`src/rtl/smg_scan_immdmod_pkg.sv`:
```
// smg_scan_immdmod_pkg: shared state encodings, digit count and default timing for the scanner
package smg_scan_immdmod_pkg;

    localparam int NUM_DIGITS       = 6;
    localparam int IDX_W            = $clog2(NUM_DIGITS);
    localparam int DEF_BLANK_T      = 500;
    localparam int DEF_SHOW_T       = 49500;
    localparam int DEF_BLINK_FRAMES = 250;

    typedef enum logic [1:0] {
        LOAD  = 2'd0,
        BLANK = 2'd1,
        SHOW  = 2'd2
    } state_t;

    // active-low select pattern with only position i driven low
    function automatic logic [NUM_DIGITS-1:0] sel_mask(input logic [IDX_W-1:0] i);
        return ~(NUM_DIGITS'(1) << i);
    endfunction

endpackage

```
`src/rtl/smg_tick_cnt.sv`:
```
// smg_tick_cnt: enabled wrapping counter that flags its terminal count N-1
module smg_tick_cnt #(
    parameter int N = 2
) (
    input  logic clk,
    input  logic rst_n,
    input  logic en,
    output logic done
);

    localparam int W = N > 1 ? $clog2(N) : 1;

    logic [W-1:0] cnt;

    assign done = cnt == W'(N - 1);

    // advance while enabled, wrapping to zero on the terminal count so it never overflows
    always_ff @(posedge clk or negedge rst_n)
        if (!rst_n) cnt <= '0;
        else if (en) cnt <= done ? '0 : cnt + W'(1);

endmodule

```
`src/rtl/smg_scan_immdmod.sv`:
```
// smg_scan_immdmod: six-digit multiplexed display scanner with blanking, blink and decimal points
module smg_scan_immdmod
    import smg_scan_immdmod_pkg::*;
#(
    parameter int BLANK_T      = DEF_BLANK_T,
    parameter int SHOW_T       = DEF_SHOW_T,
    parameter int BLINK_FRAMES = DEF_BLINK_FRAMES
) (
    input  logic                    CLK,
    input  logic                    RSTn,
    input  logic [4*NUM_DIGITS-1:0] iData,
    input  logic [NUM_DIGITS-1:0]   iBlink,
    input  logic [NUM_DIGITS-1:0]   iDp,
    output logic [3:0]              oDigit,
    output logic [NUM_DIGITS-1:0]   oSel,
    output logic                    oDp,
    output logic                    oFrame
);

    state_t                  state, state_nx;
    logic [IDX_W-1:0]        idx, idx_nx;
    logic [4*NUM_DIGITS-1:0] data_snap;
    logic [NUM_DIGITS-1:0]   blink_snap, dp_snap;
    logic                    phase, phase_snap;
    logic                    blank_done, show_done, frame_done, hide;
    logic [NUM_DIGITS-1:0]   sel_nx;
    logic [3:0]              digit_nx;
    logic                    dp_nx, frame_nx;

    smg_tick_cnt #(.N(BLANK_T)) u_blank_cnt (
        .clk(CLK), .rst_n(RSTn), .en(state == BLANK), .done(blank_done)
    );

    smg_tick_cnt #(.N(SHOW_T)) u_show_cnt (
        .clk(CLK), .rst_n(RSTn), .en(state == SHOW), .done(show_done)
    );

    smg_tick_cnt #(.N(BLINK_FRAMES)) u_frame_cnt (
        .clk(CLK), .rst_n(RSTn), .en(state == LOAD), .done(frame_done)
    );

    assign hide = phase_snap & blink_snap[idx];

    // next state and next registered output values; the digit is refreshed only while blanked
    always_comb begin
        state_nx = state;
        idx_nx   = idx;
        sel_nx   = '1;
        dp_nx    = 1'b1;
        digit_nx = oDigit;
        frame_nx = 1'b0;
        case (state)
            LOAD: begin
                state_nx = BLANK;
                idx_nx   = '0;
                frame_nx = 1'b1;
            end
            BLANK: begin
                digit_nx = data_snap[{idx, 2'b00} +: 4];
                state_nx = blank_done ? SHOW : BLANK;
            end
            SHOW: begin
                sel_nx = hide ? '1 : sel_mask(idx);
                dp_nx  = hide | ~dp_snap[idx];
                if (show_done) begin
                    state_nx = idx == IDX_W'(NUM_DIGITS - 1) ? LOAD : BLANK;
                    idx_nx   = idx == IDX_W'(NUM_DIGITS - 1) ? idx : idx + IDX_W'(1);
                end
            end
            default: state_nx = LOAD;
        endcase
    end

    // state, position and registered outputs
    always_ff @(posedge CLK or negedge RSTn)
        if (!RSTn) begin
            state  <= LOAD;
            idx    <= '0;
            oSel   <= '1;
            oDp    <= 1'b1;
            oDigit <= 4'h0;
            oFrame <= 1'b0;
        end else begin
            state  <= state_nx;
            idx    <= idx_nx;
            oSel   <= sel_nx;
            oDp    <= dp_nx;
            oDigit <= digit_nx;
            oFrame <= frame_nx;
        end

    // frame snapshots; the blink phase in force for a frame is the one held before this LOAD's toggle
    always_ff @(posedge CLK or negedge RSTn)
        if (!RSTn) begin
            data_snap  <= '0;
            blink_snap <= '0;
            dp_snap    <= '0;
            phase      <= 1'b0;
            phase_snap <= 1'b0;
        end else if (state == LOAD) begin
            data_snap  <= iData;
            blink_snap <= iBlink;
            dp_snap    <= iDp;
            phase_snap <= phase;
            phase      <= phase ^ frame_done;
        end

endmodule
```
`config.mk`:
```
export PLATFORM = sky130hd
export DESIGN_NAME = smg_scan_immdmod
export DESIGN_NICKNAME = d
export VERILOG_FILES = /design/src/rtl/smg_scan_immdmod_pkg.sv /design/src/rtl/smg_tick_cnt.sv /design/src/rtl/smg_scan_immdmod.sv
export SDC_FILE = /design/constraint.sdc
export NUM_CORES = 1
export LEC_CHECK = 0
export BUFFER_PORTS_ARGS = -buffer_cell sky130_fd_sc_hd__clkbuf_2
export CAP_MARGIN = 20
export CORE_MARGIN = 2
export CORE_UTILIZATION = 58
export CTS_CLUSTER_DIAMETER = 80
export DETAILED_ROUTE_END_ITERATION = 8
export PLACE_DENSITY = 0.8
export SLEW_MARGIN = 25
export SYNTH_ARGS = -nofsm -noshare
export SYNTH_HDL_FRONTEND = slang
export SYNTH_SLANG_ARGS = --single-unit
```
`constraint.sdc`:
```
create_clock -name CLK -period 2 [get_ports CLK]
set_input_delay 0.3 -clock CLK [delete_from_list [all_inputs] [get_ports CLK]]
set_output_delay 0.3 -clock CLK [all_outputs]
set_load 0.02 [all_outputs]
```
==> results of run 1 <==
worst max-delay path, cell delays in order, from the launching register on:
cell      delay [ps]
dfrtp_1          400
ha_1             260
and3_1           190
nand4_1          270
o311ai_0         450
o31ai_1          130
power by group through the flow:
stage	Clock [mW]	Combinational [mW]	Sequential (mW)
after floorplan	0	0.0473	1.87
after global placement	0	0.139	1.87
after detailed placement	0	0.143	1.88
after CTS	1.37	0.147	1.84
after global routing	1.46	0.163	1.85
final	1.36	0.143	1.84
layer usage:
layer	global-route usage	wire [µm]	vias up
li1	-	-	1512
met1	0.3384	3771	1513
met2	0.3657	3971	97
met3	0.05690	417	19
met4	0.07300	184	0
met5	0	0	-
through the flow:
stage               area (µm²)  utilization  power [mW]
CTS                       4741       0.6940       3.358
detailed placement        4508       0.6599       2.019
global route              4741       0.6940       3.469
floorplan                 4121            -       1.922
global placement          4508       0.6599       2.013
finish                    4741       0.6940       3.344
sequential cells by signal, summed over array words and instances (netlist names):
register and cells:
oSel 6, dp_snap 6, oFrame 1, u_blank_cnt.cnt 9
u_frame_cnt.cnt 8, data_snap 24, u_show_cnt.cnt 16, blink_snap 6
oDigit 4, phase_snap 1, phase 1, idx 3
oDp 1, state 2
cell families after synthesis:
kind of cell / count (synthesis) / share of synthesized area
compound gates: 37 / 0.05950
mux: 13 / 0.04979
buf+inv: 26 / 0.02945
flops: 88 / 0.5364
fa+ha+maj: 9 / 0.02732
simple gates: 230 / 0.2593
xor+xnor: 18 / 0.03825
cell type report:
cell class	count	area share
Multi-Input combinational cell	307	0.3774
Tap cell	96	0.02534
Inverter	6	0.004751
Clock buffer	11	0.02982
Clock inverter	5	0.01715
Timing Repair Buffer	64	0.07918
Sequential cell	88	0.4663
layout by cell type (no fill, tap or decap), drive strengths merged, types with 6 or more instances in the layout:
master / Yosys / layout
nand3: 14 / 14
o21ai: 13 / 13
ha: 9 / 9
xnor2: 9 / 9
a21oi: 7 / 7
xor2: 9 / 9
dfrtp: 81 / 81
buf: 8 / 15
mux4: 6 / 6
mux2i: 7 / 7
nand2: 143 / 143
nor3: 13 / 13
dfstp: 7 / 7
inv: 6 / 6
nand4: 10 / 10
nor2: 16 / 16
clkbuf: 12 / 59
and2: 8 / 8
path summary, 6_finish.rpt:
| path | end | cells after the start | slack, ps |
|---|---|---|---|
| worst max-delay path | idx[2] | 5 | 160 |
| worst min-delay path | data_snap[14] | 3 | 120 |
| worst max register to register | idx[2] | 5 | 160 |
| worst min register to register | data_snap[11] | 2 | 470 |
| max in group asynchronous | state[1] | 3 | 950 |
| min in group asynchronous | data_snap[1] | 2 | 430 |
==> impl_metrics.py, run 1 <==
metrics = {
    "timing": {
        "slew_violations": 0,
        "max_clock_freq_ghz": 0.5432,
        "setup_viol": 0,
        "whs_ps": 123.7,
        "hold_violations": 0,
        "slew_headroom": 0.6943,
        "rsz0062_at_grt": "false",
        "finalCritPeriodShare": 0.9205,
        "fin_tns_setup_ps": 0,
        "tightest_slew_ps": 458.5,
        "finalWorstSetupSlack_ps": 158.9,
        "fin_worst_skew_ps": 12.46,
        "fin_crit_ps": 1841,
    },
    "synth": {
        "netlist_top_cells_area": "dfrtp_1 (49%), nand2_1 (13%), dfstp_2 (4.5%)",
        "avgSynthCellArea_um2": 9.790,
        "synthCells": 421,
        "postSynth.asyncResetShare": 1.000,
        "yosys-top-cells-count": "nand2_1 (143), dfrtp_1 (81), nor2_1 (16)",
        "seq_area_frac_synth": 0.5364,
        "synth_flop_cell": "dfrtp_1",
        "synth_edf_count": 0,
        "yosysUniqueCellTypes": 50,
        "synth_fp_nets": 468,
        "post-synth-top-area-cell": "dfrtp_1",
        "yosys_warnings": 0,
        "ys_ff_latch": 88,
        "syn_area_um2": 4121,
        "synth_top_area_share": 0.4918,
        "synth_most_common_cell": "nand2_1",
    },
    "clock_tree": {
        "post_cts_resized": 0,
        "cts_hold_buf": 1,
        "cts.sinks": 88,
        "clk_pin_slew_worst_paths_ps": 90,
        "tritoncts": "built",
        "numCtsBuffers": 9,
        "htreeDepth": 3,
        "clkLatencyLatePin_ps": 360,
        "clk_path_buf_depth": 2,
        "cts_setup_buffers": 0,
        "clockRootBuffer": "clkbuf_8",
    },
    "finish": {
        "antennaDiodeCount": 0,
        "syn2layout_area_growth_pct": 15.03,
        "final_cells": 577,
        "n_fill_cell": 519,
        "multi_input_area_um2": 1789,
        "layout-drive-gt1-share": 0.2100,
        "regArea_um2": 2211,
        "fin_nets": 523,
    },
    "worst_setup_path": {
        "endpoint_kind": "flip-flop",
        "start_kind": "flip-flop",
        "cp_max_fo": 7,
        "rr_startpoint": "u_show_cnt.cnt[0]",
        "crit_arrival_ps": 2060,
        "critical_path_required_ps": 2220,
        "crit_type": "reg -> reg",
        "crit_start": "u_show_cnt.cnt[0]",
    },
    "power": {
        "combPwrFrac": 0.043,
        "seqPwrFrac": 0.551,
        "swShare": 0.2155,
        "irDropWorstVdd_mv": 0.7118,
        "leakagePower_nw": 2.278,
        "power_density_nw_per_um2": 705.3,
        "p_switching_uw": 720.6,
        "pwr-share-clk": 0.406,
        "p_int_mw": 2.623,
    },
    "run": {
        "maxCapViolCount": 0,
    },
    "floorplanning": {
        "fp.dieH_um": 88.30,
        "initial_core_util": 0.6033,
        "design.die.area_um2": 7796,
        "placementRows": 30,
        "coreArea_um2": 6832,
        "die_w_um": 88.30,
        "io-pin-count": 50,
    },
    "global_routing": {
        "gr-total-overflow": 0,
        "grt_pass1_wl_um": 14220,
        "track_usage": 0.2372,
        "grt_pass1_vias": 3040,
        "grt_max_degree": 40,
        "antenna_found_initial": 0,
    },
    "placed_design": {
        "dpl_worst_slack_ps": 262.2,
        "numPortBuffers": 49,
        "gp_congestion": 0.8404,
        "dp_cells": 560,
        "dpl.hpwl_um": 5718,
    },
    "route": {
        "wl_per_cell_um": 14.46,
        "route.detailed.drc": 0,
        "wl_um": 8344,
        "drt_pass1_iterations": 4,
        "postRouteAntennaNets": 0,
        "viasPerCell": 5.444,
        "vias": 3141,
        "drt_iter0_drc": 209,
    },
    "run_status": {
        "status": "complete, no violations",
    },
    "hold_path": {
        "worstHoldStart": "iData[14]",
        "hold_class": "in -> reg",
    },
}
(Power assumes the default switching activity.)
==> inputs of run 2 (changes only) <==
- CORE_UTILIZATION: 58 -> 60
- CTS_BUF_LIST: not set -> sky130_fd_sc_hd__clkbuf_8
- PLACE_DENSITY: 0.8 -> 0.82
- RECOVER_POWER: not set -> 100
==> impl_metrics.py, run 2 (synthesis results as in run 1) <==
metrics = {
    "run_status": {
        "status": "complete, no violations",
    },
    "floorplanning": {
        "design.die.area_um2": 7548,
        "placementRows": 30,
        "fp.dieH_um": 86.88,
        "initial_core_util": 0.6134,
        "io-pin-count": 50,
        "coreArea_um2": 6719,
        "die_w_um": 86.88,
    },
    "route": {
        "route.detailed.drc": 0,
        "wl_per_cell_um": 14.74,
        "postRouteAntennaNets": 0,
        "drt_pass1_iterations": 4,
        "vias": 3128,
        "drt_iter0_drc": 189,
        "wl_um": 8271,
        "viasPerCell": 5.576,
    },
    "finish": {
        "largest_register": "data_snap",
        "final_cell_mix": "nand2_1 (143), dfrtp_1 (81), clkbuf_2 (39), nor2_1 (16), nand3_1 (14)",
        "fin_nets": 523,
        "final_cells": 561,
        "top_regs": "data_snap (24), u_show_cnt.cnt (16), u_blank_cnt.cnt (9)",
        "n_fill_cell": 514,
        "multi_input_area_um2": 1765,
        "layout-drive-gt1-share": 0.1746,
        "syn2layout_area_growth_pct": 14.97,
        "largest_reg_flops": 24,
        "antennaDiodeCount": 0,
        "fin_util": 0.7052,
        "mostFrequentLayoutCell": "nand2_1",
        "regArea_um2": 2211,
    },
    "worst_setup_path": {
        "critical_path_required_ps": 2280,
        "r2r_cells": 4,
        "cp_max_fo": 14,
        "endpoint_kind": "flip-flop",
        "r2r-end": "u_show_cnt.cnt[9]",
        "crit_type": "reg -> reg",
        "start_kind": "flip-flop",
        "r2r_slack_ps": 130,
        "rr_startpoint": "state[0]",
        "crit_arrival_ps": 2150,
    },
    "clock_tree": {
        "clkLatencyLatePin_ps": 360,
        "numCtsBuffers": 9,
        "clk_path_buf_depth": 2,
        "clockRootBuffer": "clkbuf_8",
        "htreeDepth": 3,
        "post_cts_resized": 0,
        "tritoncts": "built",
        "clk_pin_slew_worst_paths_ps": 100,
        "cts.sinks": 88,
    },
    "placed_design": {
        "dp_cells": 544,
        "dpl.hpwl_um": 5893,
        "dpl_worst_slack_ps": 278.1,
        "numPortBuffers": 49,
        "gp_congestion": 0.8831,
    },
    "hold_path": {
        "hold_end": "data_snap[17]",
        "worstHoldStart": "iData[17]",
        "whs_path_depth": 3,
        "hold_class": "in -> reg",
    },
    "timing": {
        "rsz0062_at_grt": "false",
        "setup_viol": 0,
        "tightest_slew_ps": 793.8,
        "hold_violations": 0,
        "slew_headroom": 0.4708,
        "fin_worst_skew_ps": 16.69,
        "slew_violations": 0,
        "finalWorstSetupSlack_ps": 133.2,
        "fin_tns_setup_ps": 0,
        "fin_crit_ps": 1867,
        "finalCritPeriodShare": 0.9334,
        "max_clock_freq_ghz": 0.5357,
    },
    "global_routing": {
        "grt_pass1_wl_um": 14130,
        "track_usage": 0.2440,
        "grt_max_degree": 58,
        "antenna_found_initial": 0,
        "gr-total-overflow": 0,
        "grt_pass1_vias": 3091,
    },
    "power": {
        "seqPwrFrac": 0.498,
        "irDropWorstVdd_mv": 0.4313,
        "combPwrFrac": 0.038,
        "swShare": 0.1977,
        "power_density_nw_per_um2": 780.7,
        "pwr-share-clk": 0.464,
        "leakagePower_nw": 2.263,
        "p_switching_uw": 731.4,
        "p_int_mw": 2.968,
    },
    "run": {
        "maxCapViolCount": 0,
    },
}
## run 2: metal layers
| metal | vias up | global-route usage | wire (µm) |
|---|---|---|---|
| met4 | 0 | 0.09517 | 180 |
| met5 | - | 0 | 0 |
| met2 | 71 | 0.3969 | 4018 |
| li1 | 1517 | - | - |
| met3 | 16 | 0.05118 | 332 |
| met1 | 1524 | 0.3232 | 3739 |
## run 2: metrics by stage
step,hold WS (ps),power [mW],cell area [µm²]
2_1_floorplan,4.409,1.922,4121
3_3_place_gp,259.5,2.011,4488
3_5_place_dp,261.9,2.020,4488
4_1_cts,118.2,3.721,4788
5_1_grt,115.5,3.829,4738
6_report,126.8,3.699,4738
## run 2: layout make-up
cell class,count,area share
inverters,6,0.004753
well taps,80,0.02112
flip-flops and latches,88,0.4666
clock inverters,7,0.03512
multi-input cells,307,0.3726
clock buffers,9,0.02614
repair buffers,64,0.07367
## run 2: repair_timing
| item | 4_1_cts | 5_1_grt |
|---|---|---|
| setup buffers | 0 | 0 |
| endpoints found under the hold margin | 28 | 0 |
| hold buffers | 1 | 0 |
| setup endpoints to repair | 0 | 0 |
## run 2: worst max-delay path, cell delays in order, from the launching register on
cell	delay (ps)
dfrtp_1	380
nand2b_1	390
nor3_1	600
and4_1	280
xor2_1	140
## run 2: worst max path at each step
stage	start	slack (ps)	endpoint	cells past startpoint
after floorplan	idx[1]	190	idx[0]	6
after global placement	u_show_cnt.cnt[0]	370	idx[1]	5
after detailed placement	u_show_cnt.cnt[0]	280	idx[2]	5
after CTS	u_show_cnt.cnt[0]	250	idx[1]	5
after global routing	state[0]	80	blink_snap[0]	6
final	state[0]	130	u_show_cnt.cnt[9]	4
## run 2: power by group through the flow
stage	clock network (mW)	logic [mW]	registers, mW
finish	1.72	0.139	1.84
global route	1.82	0.160	1.85
CTS	1.73	0.146	1.84
detailed placement	0	0.143	1.88
global placement	0	0.136	1.87
floorplan	0	0.0473	1.87
==> inputs of run 3 (changes only) <==
- RECOVER_POWER: 100 -> 25
==> impl_metrics.py, run 3 (synthesis results as in run 1) <==
metrics = {
    "timing": {
        "tightest_slew_ps": 792.6,
        "finalCritPeriodShare": 0.8800,
        "finalWorstSetupSlack_ps": 240.0,
        "fin_worst_skew_ps": 15.73,
        "slew_headroom": 0.4716,
        "fin_crit_ps": 1760,
        "fin_tns_setup_ps": 0,
        "slew_violations": 0,
        "setup_viol": 0,
        "whs_ps": 126.6,
        "rsz0062_at_grt": "false",
        "max_clock_freq_ghz": 0.5682,
        "hold_violations": 0,
    },
    "finish": {
        "final_cell_mix": "nand2_1 (143), dfrtp_1 (81), clkbuf_2 (49), nor2_1 (16)",
        "fin_nets": 523,
        "n_fill_cell": 500,
        "layout-drive-gt1-share": 0.2121,
        "largest_reg_flops": 24,
        "antennaDiodeCount": 0,
        "top_regs": "data_snap (24), u_show_cnt.cnt (16), u_blank_cnt.cnt (9)",
        "final_cells": 561,
        "largest_register": "data_snap",
        "mostFrequentLayoutCell": "nand2_1",
        "syn2layout_area_growth_pct": 16.12,
    },
    "power": {
        "leakagePower_nw": 2.307,
        "seqPwrFrac": 0.498,
        "combPwrFrac": 0.038,
        "pwr-share-clk": 0.464,
        "swShare": 0.1979,
        "finalPower_mw": 3.701,
        "irDropWorstVdd_mv": 0.4304,
        "p_int_mw": 2.969,
        "power_density_nw_per_um2": 773.4,
        "p_switching_uw": 732.3,
    },
    "route": {
        "route.detailed.drc": 0,
        "postRouteAntennaNets": 0,
        "wl_um": 8266,
        "viasPerCell": 5.549,
        "drt_iter0_drc": 198,
        "drt_pass1_iterations": 4,
        "vias": 3113,
        "wl_per_cell_um": 14.73,
    },
    "floorplanning": {
        "design.die.area_um2": 7548,
        "initial_core_util": 0.6134,
        "fp.dieH_um": 86.88,
        "io-pin-count": 50,
        "die_w_um": 86.88,
        "placementRows": 30,
        "coreArea_um2": 6719,
    },
    "clock_tree": {
        "numCtsBuffers": 9,
        "clkLatencyLatePin_ps": 360,
        "cts.sinks": 88,
        "clockRootBuffer": "clkbuf_8",
        "clk_pin_slew_worst_paths_ps": 100,
        "htreeDepth": 3,
        "cts_setup_buffers": 0,
        "tritoncts": "built",
        "clk_path_buf_depth": 2,
    },
    "global_routing": {
        "antenna_found_initial": 0,
        "grt_max_degree": 58,
        "grt_pass1_wl_um": 14130,
        "gr-total-overflow": 0,
        "track_usage": 0.2440,
        "grt_pass1_vias": 3091,
    },
    "run": {
        "maxCapViolCount": 0,
    },
    "worst_setup_path": {
        "crit_arrival_ps": 2000,
        "critical_path_required_ps": 2240,
        "path_delay_family": "compound AO/OA/AOI/OAI gates",
        "critPathMaxStageDelay_ps": 400,
        "crit_type": "reg -> reg",
        "start_kind": "flip-flop",
        "critPathBufInv": 0,
        "path_cells": "ha_1 > and3_1 > nand4_1 > o211a_1 > a211o_1",
        "cp_max_fo": 7,
        "slowest_stage": "dfrtp_1",
        "endpoint_kind": "flip-flop",
    },
    "placed_design": {
        "dpl.hpwl_um": 5893,
        "numPortBuffers": 49,
        "dpl_worst_slack_ps": 278.1,
        "dp_cells": 544,
        "gp_congestion": 0.8831,
    },
    "run_status": {
        "status": "complete, no violations",
    },
    "hold_path": {
        "hold_class": "in -> reg",
    },
}
## run 3: changes by cell type in the layout (fill, tap and decap cells not counted), sizes merged
cell | previous run | this run
buf | 11 | 14
clkbuf | 61 | 58
## run 3: power by group through the flow
stage	Clock (mW)	Sequential, mW	Combinational [mW]
global placement	0	1.87	0.136
floorplan	0	1.87	0.0473
detailed placement	0	1.88	0.143
global route	1.82	1.85	0.162
CTS	1.73	1.84	0.146
finish	1.72	1.84	0.141
## run 3: stage by stage
step | util | area (µm²)
2_1_floorplan | - | 4121
3_3_place_gp | 0.6680 | 4488
3_5_place_dp | 0.6680 | 4488
4_1_cts | 0.7127 | 4788
5_1_grt | 0.7123 | 4786
6_report | 0.7123 | 4786
## run 3: per-layer routing
metal  GRT usage  routed length (µm)
met1      0.3232                3775
met2      0.3969                4060
met3     0.05118                 276
met4     0.09517                 154
met5           0                   0
## run 3: layout make-up
type / count / area, µm² / share of cell area
tap: 80 / 100.1 / 0.02092
multi-input combinational: 307 / 1789 / 0.3739
timing repair buffer: 64 / 372.9 / 0.07791
sequential: 88 / 2211 / 0.4620
clock buffer: 9 / 123.9 / 0.02588
clock inverter: 7 / 166.4 / 0.03477
inverter: 6 / 22.52 / 0.004706
## run 3: path summary, 6_finish.rpt
check                              startpoint                  to  slack (ps)  cells past startpoint
setup / recovery            u_show_cnt.cnt[0]              idx[1]         240                      5
setup reg to reg            u_show_cnt.cnt[0]              idx[1]         240                      5
hold / removal                      iData[17]       data_snap[17]         130                      3
hold reg to reg            u_show_cnt.cnt[15]  u_show_cnt.cnt[15]         470                      1
min in group asynchronous                RSTn  u_blank_cnt.cnt[4]         560                      2
max in group asynchronous                RSTn             oSel[4]         650                      3
## run 3: timing repair
action	in CTS	in global routing
hold buffers	1	0
hold endpoints to repair	28	0
resized for setup	0	0
## run 3: worst reg2reg max path: cells and delay by family (launching register included)
| kind | cells | cell delay [ps] |
|---|---|---|
| AO/OA/AOI/OAI | 2 | 560 |
| AND/OR/NAND/NOR | 2 | 450 |
| flip-flops | 1 | 400 |
| adder cells (fa/ha/maj) | 1 | 240 |
